### config.mk
export PLATFORM = sky130hd
export DESIGN_NAME = memory_arbiter
export DESIGN_NICKNAME = d
export VERILOG_FILES = /design/src/rtl/memory_arbiter.sv
export SDC_FILE = /design/constraint.sdc
export NUM_CORES = 1
export LEC_CHECK = 0
export BUFFER_PORTS_ARGS = -buffer_cell sky130_fd_sc_hd__buf_2
export CORE_AREA = 4 4 115 117
export CTS_CLUSTER_DIAMETER = 100
export DETAILED_ROUTE_END_ITERATION = 6
export DIE_AREA = 0 0 119 121
export PLACE_DENSITY = 0.7
export SKIP_LAST_GASP = 1
export SLEW_MARGIN = 25
export SYNTH_ARGS = -nofsm -noshare
export SYNTH_HDL_FRONTEND = slang
export SYNTH_SLANG_ARGS = --single-unit
### constraint.sdc
create_clock -name clk_i -period 4.1 [get_ports clk_i]
set_input_delay 0.205 -clock clk_i [delete_from_list [all_inputs] [get_ports clk_i]]
set_output_delay 0.205 -clock clk_i [all_outputs]
set_load 0.005 [all_outputs]
### src/rtl/memory_arbiter.sv
// Two-port valid/ready arbiter sharing a single-ported, one-cycle-read memory.
// Define MEM_ARB_RR_EN for round-robin arbitration; by default port 1 wins a tie.
module memory_arbiter #(
  parameter int unsigned BASE_ADDR  = 32'h0000_1000,
  parameter int unsigned MEM_DEPTH  = 256,
  parameter int unsigned DATA_WIDTH = 32,
  parameter int unsigned ADDR_WIDTH = 32
) (
  input  logic                  clk_i,
  input  logic                  rst_i,
  input  logic                  p0_req_valid_i,
  output logic                  p0_req_ready_o,
  input  logic [ADDR_WIDTH-1:0] p0_req_addr_i,
  input  logic                  p0_req_wr_i,
  input  logic [DATA_WIDTH-1:0] p0_req_wdata_i,
  output logic                  p0_resp_valid_o,
  output logic [DATA_WIDTH-1:0] p0_resp_data_o,
  output logic                  p0_resp_err_o,
  input  logic                  p1_req_valid_i,
  output logic                  p1_req_ready_o,
  input  logic [ADDR_WIDTH-1:0] p1_req_addr_i,
  input  logic                  p1_req_wr_i,
  input  logic [DATA_WIDTH-1:0] p1_req_wdata_i,
  output logic                  p1_resp_valid_o,
  output logic [DATA_WIDTH-1:0] p1_resp_data_o,
  output logic                  p1_resp_err_o,
  output logic [ADDR_WIDTH-1:0] mem_cmd_addr_o,
  output logic                  mem_cmd_valid_o,
  output logic                  mem_wr_enable_o,
  output logic [DATA_WIDTH-1:0] mem_wr_data_o,
  input  logic [DATA_WIDTH-1:0] mem_rd_data_i,
  output logic                  busy_o
);

  typedef enum logic [1:0] {IDLE, CMD, RESP, ERR} state_e;

  localparam logic [ADDR_WIDTH-1:0] BASE_A  = ADDR_WIDTH'(BASE_ADDR);
  localparam logic [ADDR_WIDTH-1:0] DEPTH_A = ADDR_WIDTH'(MEM_DEPTH);

  state_e                state_q;
  logic                  reqPort_q;
  logic [ADDR_WIDTH-1:0] reqAddr_q;
  logic                  reqWr_q;
  logic [DATA_WIDTH-1:0] reqWdata_q;
  logic                  cmdValid_q;
  logic [1:0]            respValid_q;
  logic                  respErr_q;

  logic                  tieWinner;
  logic                  grant_d;
  logic                  accept_d;
  logic                  inRange_d;
  logic [ADDR_WIDTH-1:0] selAddr_d;
  logic [ADDR_WIDTH-1:0] offset_d;

`ifdef MEM_ARB_RR_EN
  logic lastGrant_q;

  always_ff @(posedge clk_i) begin
    if (rst_i) begin
      lastGrant_q <= 1'b1;
    end else if (accept_d) begin
      lastGrant_q <= grant_d;
    end
  end

  assign tieWinner = ~lastGrant_q;
`else
  assign tieWinner = 1'b1;
`endif

  // Grant is decided combinationally; nothing is accepted while reset is asserted.
  always_comb begin
    grant_d   = 1'b0;
    accept_d  = 1'b0;
    selAddr_d = '0;
    offset_d  = '0;
    inRange_d = 1'b0;
    if (p0_req_valid_i && p1_req_valid_i) begin
      grant_d = tieWinner;
    end else begin
      grant_d = p1_req_valid_i;
    end
    accept_d  = (state_q == IDLE) && !rst_i && (p0_req_valid_i || p1_req_valid_i);
    selAddr_d = grant_d ? p1_req_addr_i : p0_req_addr_i;
    offset_d  = selAddr_d - BASE_A;
    inRange_d = (selAddr_d >= BASE_A) && (offset_d < DEPTH_A);
  end

  assign p0_req_ready_o = accept_d && !grant_d;
  assign p1_req_ready_o = accept_d && grant_d;

  always_ff @(posedge clk_i) begin
    if (rst_i) begin
      state_q     <= IDLE;
      reqPort_q   <= 1'b0;
      reqAddr_q   <= '0;
      reqWr_q     <= 1'b0;
      reqWdata_q  <= '0;
      cmdValid_q  <= 1'b0;
      respValid_q <= '0;
      respErr_q   <= 1'b0;
    end else begin
      cmdValid_q  <= 1'b0;
      respValid_q <= '0;
      respErr_q   <= 1'b0;
      case (state_q)
        IDLE: begin
          if (accept_d) begin
            reqPort_q  <= grant_d;
            reqAddr_q  <= selAddr_d;
            reqWr_q    <= grant_d ? p1_req_wr_i : p0_req_wr_i;
            reqWdata_q <= grant_d ? p1_req_wdata_i : p0_req_wdata_i;
            if (inRange_d) begin
              state_q    <= CMD;
              cmdValid_q <= 1'b1;
            end else begin
              state_q              <= ERR;
              respValid_q[grant_d] <= 1'b1;
              respErr_q            <= 1'b1;
            end
          end
        end
        CMD: begin
          state_q                <= RESP;
          respValid_q[reqPort_q] <= 1'b1;
        end
        RESP:    state_q <= IDLE;
        ERR:     state_q <= IDLE;
        default: state_q <= IDLE;
      endcase
    end
  end

  // Command fields are forced to zero outside the command cycle.
  assign mem_cmd_valid_o = cmdValid_q;
  assign mem_cmd_addr_o  = cmdValid_q ? reqAddr_q : '0;
  assign mem_wr_enable_o = cmdValid_q && reqWr_q;
  assign mem_wr_data_o   = cmdValid_q ? reqWdata_q : '0;

  assign p0_resp_valid_o = respValid_q[0];
  assign p0_resp_err_o   = respValid_q[0] && respErr_q;
  assign p0_resp_data_o  = (respValid_q[0] && !respErr_q && !reqWr_q) ? mem_rd_data_i : '0;
  assign p1_resp_valid_o = respValid_q[1];
  assign p1_resp_err_o   = respValid_q[1] && respErr_q;
  assign p1_resp_data_o  = (respValid_q[1] && !respErr_q && !reqWr_q) ? mem_rd_data_i : '0;

  assign busy_o = (state_q != IDLE);

endmodule

==> flow_metrics.py, run 1 <==
metrics = {
    "outcome": {
        "outcome": "finished, final reports clean",
    },
    "routing": {
        "drt_wl_total_um": 14800,
        "drcViolationCount": 0,
        "drtPass1Iterations": 5,
        "via_count": 4705,
        "drtAntennaViolNets": 0,
        "drt_iter0_drc": 243,
        "wl_per_cell_um": 15.4,
        "via_per_inst": 4.88,
    },
    "synthesis": {
        "syn_area_per_cell_um2": 8.25,
        "synth.area.top_cells": "dfxtp_1 34%, and2_1 19%, mux2i_1 7.1%",
        "yosysUniqueCellTypes": 39,
        "synth_top_area_cell": "dfxtp_1",
        "async_flop_share": 0,
        "synth_most_common_cell": "and2_1",
        "synth_edf_count": 0,
        "yosysTopAreaCellShare": 0.340,
        "synth-main-ff-cell": "dfxtp_1",
        "synth_warnings": 0,
        "yosys-top-cells-count": "132 x and2_1, 72 x dfxtp_1, 40 x a21oi_1",
        "synth_fp_nets": 680,
        "syn_inst": 514,
        "ys_seq_area_frac": 0.340,
        "syn_area_um2": 4240,
        "synth_seq_cells": 72,
    },
    "die": {
        "start_util": 0.343,
        "die_y_um": 121,
        "die-area_um2": 14400,
        "pin_count": 303,
        "rows": 41,
        "die_w_um": 119,
        "coreArea_um2": 12400,
    },
    "timing": {
        "hold_viol": 0,
        "worstMarginPinSlew_ns": 0.967,
        "slew_viol_final": 0,
        "fmax_ghz": 0.423,
        "finalSetupViolations": 0,
        "period_needed_ns": 2.36,
        "relSlewSlack": 0.355,
        "min_period_over_period": 0.576,
        "finClkSkew_ns": 0.00411,
        "setup_tns_ns": 0,
        "rsz0062_at_grt": "no",
    },
    "clocking": {
        "cts_inserted_buffers": 9,
        "cts-resized-gates": 0,
        "cts_setup_buffers": 0,
        "clkTransAtPathRegs_ns": 0.06,
        "cts.sinks": 72,
        "cts_root_buf": "clkbuf_16",
        "cts_buffer_depth": 2,
        "cts_hold_buf": 0,
        "cts_tree": "done",
        "h-tree-depth": 3,
        "insertion_delay_ns": 0.33,
    },
    "global_route": {
        "gr-max-usage-layer": "met2",
        "grt_pass1_wl_um": 22200,
        "grt_pass1_vias": 4308,
        "gr-usage-met3": 0.0583,
        "grt_max_degree": 98,
        "overflow": 0,
        "antenna_found_initial": 0,
        "grtUsageTotal": 0.190,
        "use_met1": 0.235,
        "grt_use_met2": 0.316,
    },
    "min_path": {
        "min_from": "p0_req_wdata_i[17]",
        "hold_path_end": "reqWdata_q[17]",
        "hold_depth": 3,
        "hold_class": "in2reg",
    },
    "critical_path": {
        "critPathLaunchType": "primary input",
        "rr_endpoint": "reqWdata_q[11]",
        "worstPathArrival_ns": 2.55,
        "crit_fanout": 89,
        "required_ns": 4.29,
        "worstSetupPathType": "in2reg",
        "r2r_slack_ns": 2.07,
        "reg2regPathDepth": 6,
        "r2r-start": "state_q[1]",
        "critPathCaptureType": "register",
    },
    "finish": {
        "nets": 953,
        "drive_gt1_frac": 0.424,
        "syn_to_final_growth_pct": 44.9,
        "nFillCells": 1291,
    },
    "pwr": {
        "p_leak_nw": 3.02,
        "powerDensity_nw_per_um2": 313,
        "irDropWorstVdd_mv": 0.159,
        "power.total_mw": 1.92,
    },
    "job": {
        "max-cap-violations": 0,
    },
    "placement": {
        "numPortBuffers": 302,
        "gp_congestion": 0.778,
        "dp_hpwl_um": 10900,
    },
}
==> stage by stage <==
step                utilization  hold WS [ns]  cells  setup WS [ns]  instance area [µm²]
global route              0.497         0.124    963           1.56                 6140
detailed placement        0.473         0.480    947           1.38                 5850
global placement          0.473         0.474    947           1.43                 5850
CTS                       0.494         0.117    962           1.73                 6110
finish                    0.497         0.131    964           1.74                 6140
floorplan                     -         0.365    514           2.38                 4240
==> power breakdown <==
group	internal [mW]	switching, mW	total [mW]
sequential	0.768	0.0323	0.800
clock	0.408	0.301	0.710
combinational	0.197	0.216	0.414
==> layout by cell type, fill, tap and decap left out, types with 2 or more instances in the layout <==
cell / count
or4b_1: 2
o21ai_0: 4
clkbuf_16: 9
clkinvlp_4: 2
nor3_1: 9
nor4_2: 2
nand2b_1: 2
mux2i_1: 30
or4_1: 3
buf_4: 7
buf_2: 301
nor2b_1: 2
nor3b_1: 3
or4b_2: 2
nor3b_2: 2
or3_1: 3
dfxtp_1: 71
clkinv_4: 2
a22oi_1: 34
and2_1: 132
nand3b_1: 33
nor2_1: 39
a21oi_1: 40
nor4_1: 2
o22ai_1: 4
clkbuf_1: 2
a211oi_1: 32
==> worst max-delay path, cell delays in order <==
cell,delay [ns]
buf_4,0.69
or4b_1,0.51
nor4_2,0.21
o22ai_1,0.15
a2111oi_2,0.60
a21oi_1,0.15
==> final cells by class <==
class | count | area [µm²] | share of cell area
Antenna cell | 1 | 2.50 | 0.000407
Clock buffer | 11 | 233 | 0.0379
Clock inverter | 4 | 32.5 | 0.00530
Inverter | 1 | 3.75 | 0.000611
Multi-Input combinational cell | 394 | 2630 | 0.428
Sequential cell | 72 | 1440 | 0.235
Tap cell | 172 | 215 | 0.0350
Timing Repair Buffer | 309 | 1590 | 0.258
==> cells by family after synthesis <==
family | synth area share
XOR/XNOR | 0.00207
AO/OA/AOI/OAI | 0.185
buffers and inverters | 0.0454
flip-flops | 0.340
multiplexers | 0.0735
AND/OR/NAND/NOR | 0.354
==> metal layers <==
metal	vias to the layer above	part of all wire
met1	2126	0.42
met4	0	0.011
li1	2376	-
met3	14	0.089
met2	189	0.48
met5	-	0
==> worst max path at each step <==
stage	slack, ns	end	depth (start not counted)	startpoint
after detailed placement	1.38	respValid_q[1]	6	p1_req_valid_i
after floorplan	2.38	respErr_q	5	p1_req_addr_i[15]
after CTS	1.73	respValid_q[1]	6	p1_req_valid_i
after global placement	1.43	respValid_q[1]	6	p1_req_valid_i
after global routing	1.56	state_q[1]	6	p1_req_valid_i
final	1.74	respValid_q[1]	6	p1_req_valid_i
==> registers in the layout, indices dropped and copies added, names as in the netlist <==
signal           cells
state_q              2
mem_cmd_valid_o      1
reqWr_q              1
respErr_q            1
reqPort_q            1
respValid_q          2
reqWdata_q          32
reqAddr_q           32
Power figures use the tool's default switching activity.
==> run 2, diff against run 1 <==
Settings changed: ABC_AREA set to 1, CORE_AREA 4 4 115 117 to unset, CORE_MARGIN set to 4, CORE_UTILIZATION set to 39, DIE_AREA 0 0 119 121 to unset, PLACE_DENSITY 0.7 to 0.77.
Clock period 4.1 ns to 1.9 ns, I/O delays scaled along.
==> run 2 against run 1 <==
Compared with the run above: area after synthesis up 14%; sequential power up 110%; sequential share of layout area down 2.4 points.
==> flow_metrics.py, run 2 <==
metrics = {
    "outcome": {
        "outcome": "finished, final reports clean",
    },
    "die": {
        "coreArea_um2": 12100,
        "die_w_um": 119,
        "start_util": 0.399,
        "die_y_um": 119,
        "die-area_um2": 14200,
        "pin_count": 303,
        "rows": 40,
    },
    "global_route": {
        "antenna_found_initial": 1,
        "overflow": 0,
        "grtUsageTotal": 0.231,
        "grt_pass1_wl_um": 26900,
        "grt_pass1_vias": 5424,
        "grt_max_degree": 67,
    },
    "synthesis": {
        "synth_top_area_cell": "dfxtp_1",
        "yosys-top-cells-count": "332 x nand2_1, 142 x inv_1, 98 x nor2_1",
        "yosysTopAreaCellShare": 0.299,
        "synth_most_common_cell": "nand2_1",
        "async_flop_share": 0,
        "syn_area_um2": 4820,
        "synth_warnings": 0,
        "synth_seq_cells": 72,
        "synth.area.top_cells": "dfxtp_1 30%, nand2_1 26%, inv_1 11%",
        "synth_edf_count": 0,
        "ys_seq_area_frac": 0.299,
        "syn_inst": 849,
        "synth-main-ff-cell": "dfxtp_1",
        "syn_area_per_cell_um2": 5.67,
        "yosysUniqueCellTypes": 29,
        "synth_fp_nets": 1015,
    },
    "critical_path": {
        "r2r-start": "state_q[0]",
        "r2r_slack_ns": 0.37,
        "reg2regPathDepth": 8,
        "critPathCaptureType": "output pin",
        "critPathLaunchType": "register",
        "worstSetupPathType": "reg2out",
        "crit_fanout": 19,
        "worstPathArrival_ns": 1.66,
        "rr_endpoint": "reqAddr_q[31]",
        "required_ns": 1.80,
    },
    "routing": {
        "drcViolationCount": 0,
        "wl_per_cell_um": 13.3,
        "drtPass1Iterations": 5,
        "drt_wl_total_um": 17500,
        "drt_iter0_drc": 343,
        "drtAntennaViolNets": 0,
        "via_per_inst": 4.61,
        "via_count": 6050,
    },
    "job": {
        "max-cap-violations": 0,
    },
    "min_path": {
        "hold_class": "in2reg",
        "hold_path_end": "reqWdata_q[7]",
        "hold_depth": 3,
        "min_from": "p0_req_wdata_i[7]",
    },
    "finish": {
        "reg_top3": "reqAddr_q: 32 flops, reqWdata_q: 32 flops",
        "regArea_um2": 1440,
        "post-route-util": 0.566,
        "syn_to_final_growth_pct": 41.7,
        "final_common_cell": "nand2_1",
        "drive_gt1_frac": 0.337,
        "nets": 1305,
        "nFillCells": 1254,
        "final_cell_mix": "332 x nand2_1, 302 x buf_2, 142 x inv_1, 96 x nor2_1, 71 x dfxtp_1",
        "multi_input_area_um2": 2600,
    },
    "clocking": {
        "cts_buffer_depth": 2,
        "insertion_delay_ns": 0.33,
        "cts_inserted_buffers": 9,
        "cts.sinks": 72,
        "cts_hold_buf": 0,
        "cts_root_buf": "clkbuf_16",
        "cts_tree": "done",
        "clkTransAtPathRegs_ns": 0.07,
        "cts_setup_buffers": 0,
        "h-tree-depth": 3,
    },
    "placement": {
        "dp_hpwl_um": 13800,
        "gp_congestion": 0.968,
        "numPortBuffers": 302,
    },
    "timing": {
        "fmax_ghz": 0.571,
        "worstMarginPinSlew_ns": 0.720,
        "min_period_over_period": 0.922,
        "hold_viol": 0,
        "period_needed_ns": 1.75,
        "setup_tns_ns": 0,
        "finalSetupViolations": 0,
        "relSlewSlack": 0.520,
        "slew_viol_final": 0,
        "finClkSkew_ns": 0.0140,
    },
    "pwr": {
        "p_leak_nw": 4.28,
        "irDropWorstVdd_mv": 0.355,
        "powerDensity_nw_per_um2": 609,
    },
}
## run 2: cell types whose count changed after synthesis, moves of 27 or more
cell,delta
a22oi_1,-34
and2_1,-132
nand2_1,+331
nor2_1,+59
a211oi_1,-31
a31oi_1,+41
nand2_2,+27
inv_1,+142
nand3b_1,-33
## run 2: worst max path at each step
stage,end,slack (ns),start
2_1_floorplan,reqWdata_q[10],0.38,state_q[0]
3_3_place_gp,state_q[1],0.06,p1_req_valid_i
3_5_place_dp,state_q[1],0.03,p1_req_valid_i
4_1_cts,p0_req_ready_o,0.05,state_q[0]
5_1_grt,p0_req_ready_o,-0.02,state_q[0]
6_report,p0_req_ready_o,0.15,state_q[0]
## run 2: kinds of logic (layout without fill, tap and decap cells)
group / Yosys count / after routing / share of synthesized area
compound gates: 86 / 86 / 0.106
flops: 72 / 72 / 0.299
buf+inv: 191 / 486 / 0.165
simple gates: 496 / 496 / 0.422
other cells: 0 / 1 / 0
mux: 4 / 4 / 0.00831
## run 2: critical path, cell delays in order, from the launching register on
cell and delay [ns]:
dfxtp_1 0.34, nor2_2 0.14, inv_1 0.08, nor2_2 0.13, o21ai_4 0.11, inv_1 0.10
nand2_1 0.06, inv_2 0.06, buf_6 0.18, buf_2 0.14
## run 2: what timing repair did
action	in CTS	in global routing
pin swaps	0	0
endpoints found under the setup margin	1	2
gates resized for setup	1	2
## run 2: routing by layer
metal	track usage	wire, µm	vias to the layer above
li1	-	-	3118
met1	0.289	7400	2623
met2	0.392	8200	276
met3	0.0442	1360	33
met4	0.0891	561	0
met5	0	0	-
## run 2: layout make-up
class / instances / share of cell area
Multi-Input combinational cell: 586 / 0.381
Inverter: 145 / 0.0805
Antenna cell: 1 / 0.000367
Tap cell: 168 / 0.0308
Clock inverter: 6 / 0.00641
Timing Repair Buffer: 325 / 0.256
Clock buffer: 10 / 0.0335
Sequential cell: 72 / 0.211
## run 2: through the flow
step           instances  worst slack, ns  power, mW  hold slack, ns  area [µm²]
5_1_grt             1313          -0.0180       4.37          0.0267        6830
3_3_place_gp        1296           0.0624       2.60           0.352        6540
3_5_place_dp        1296           0.0292       2.61           0.361        6540
2_1_floorplan        849            0.382       2.23           0.252        4820
4_1_cts             1312           0.0471       4.18          0.0187        6820
6_report            1313            0.148       4.16          0.0256        6830
## run 2: where the power goes
group          switching, mW  internal (mW)
logic                  0.526          0.379
clock network          0.677          0.889
registers             0.0611           1.62
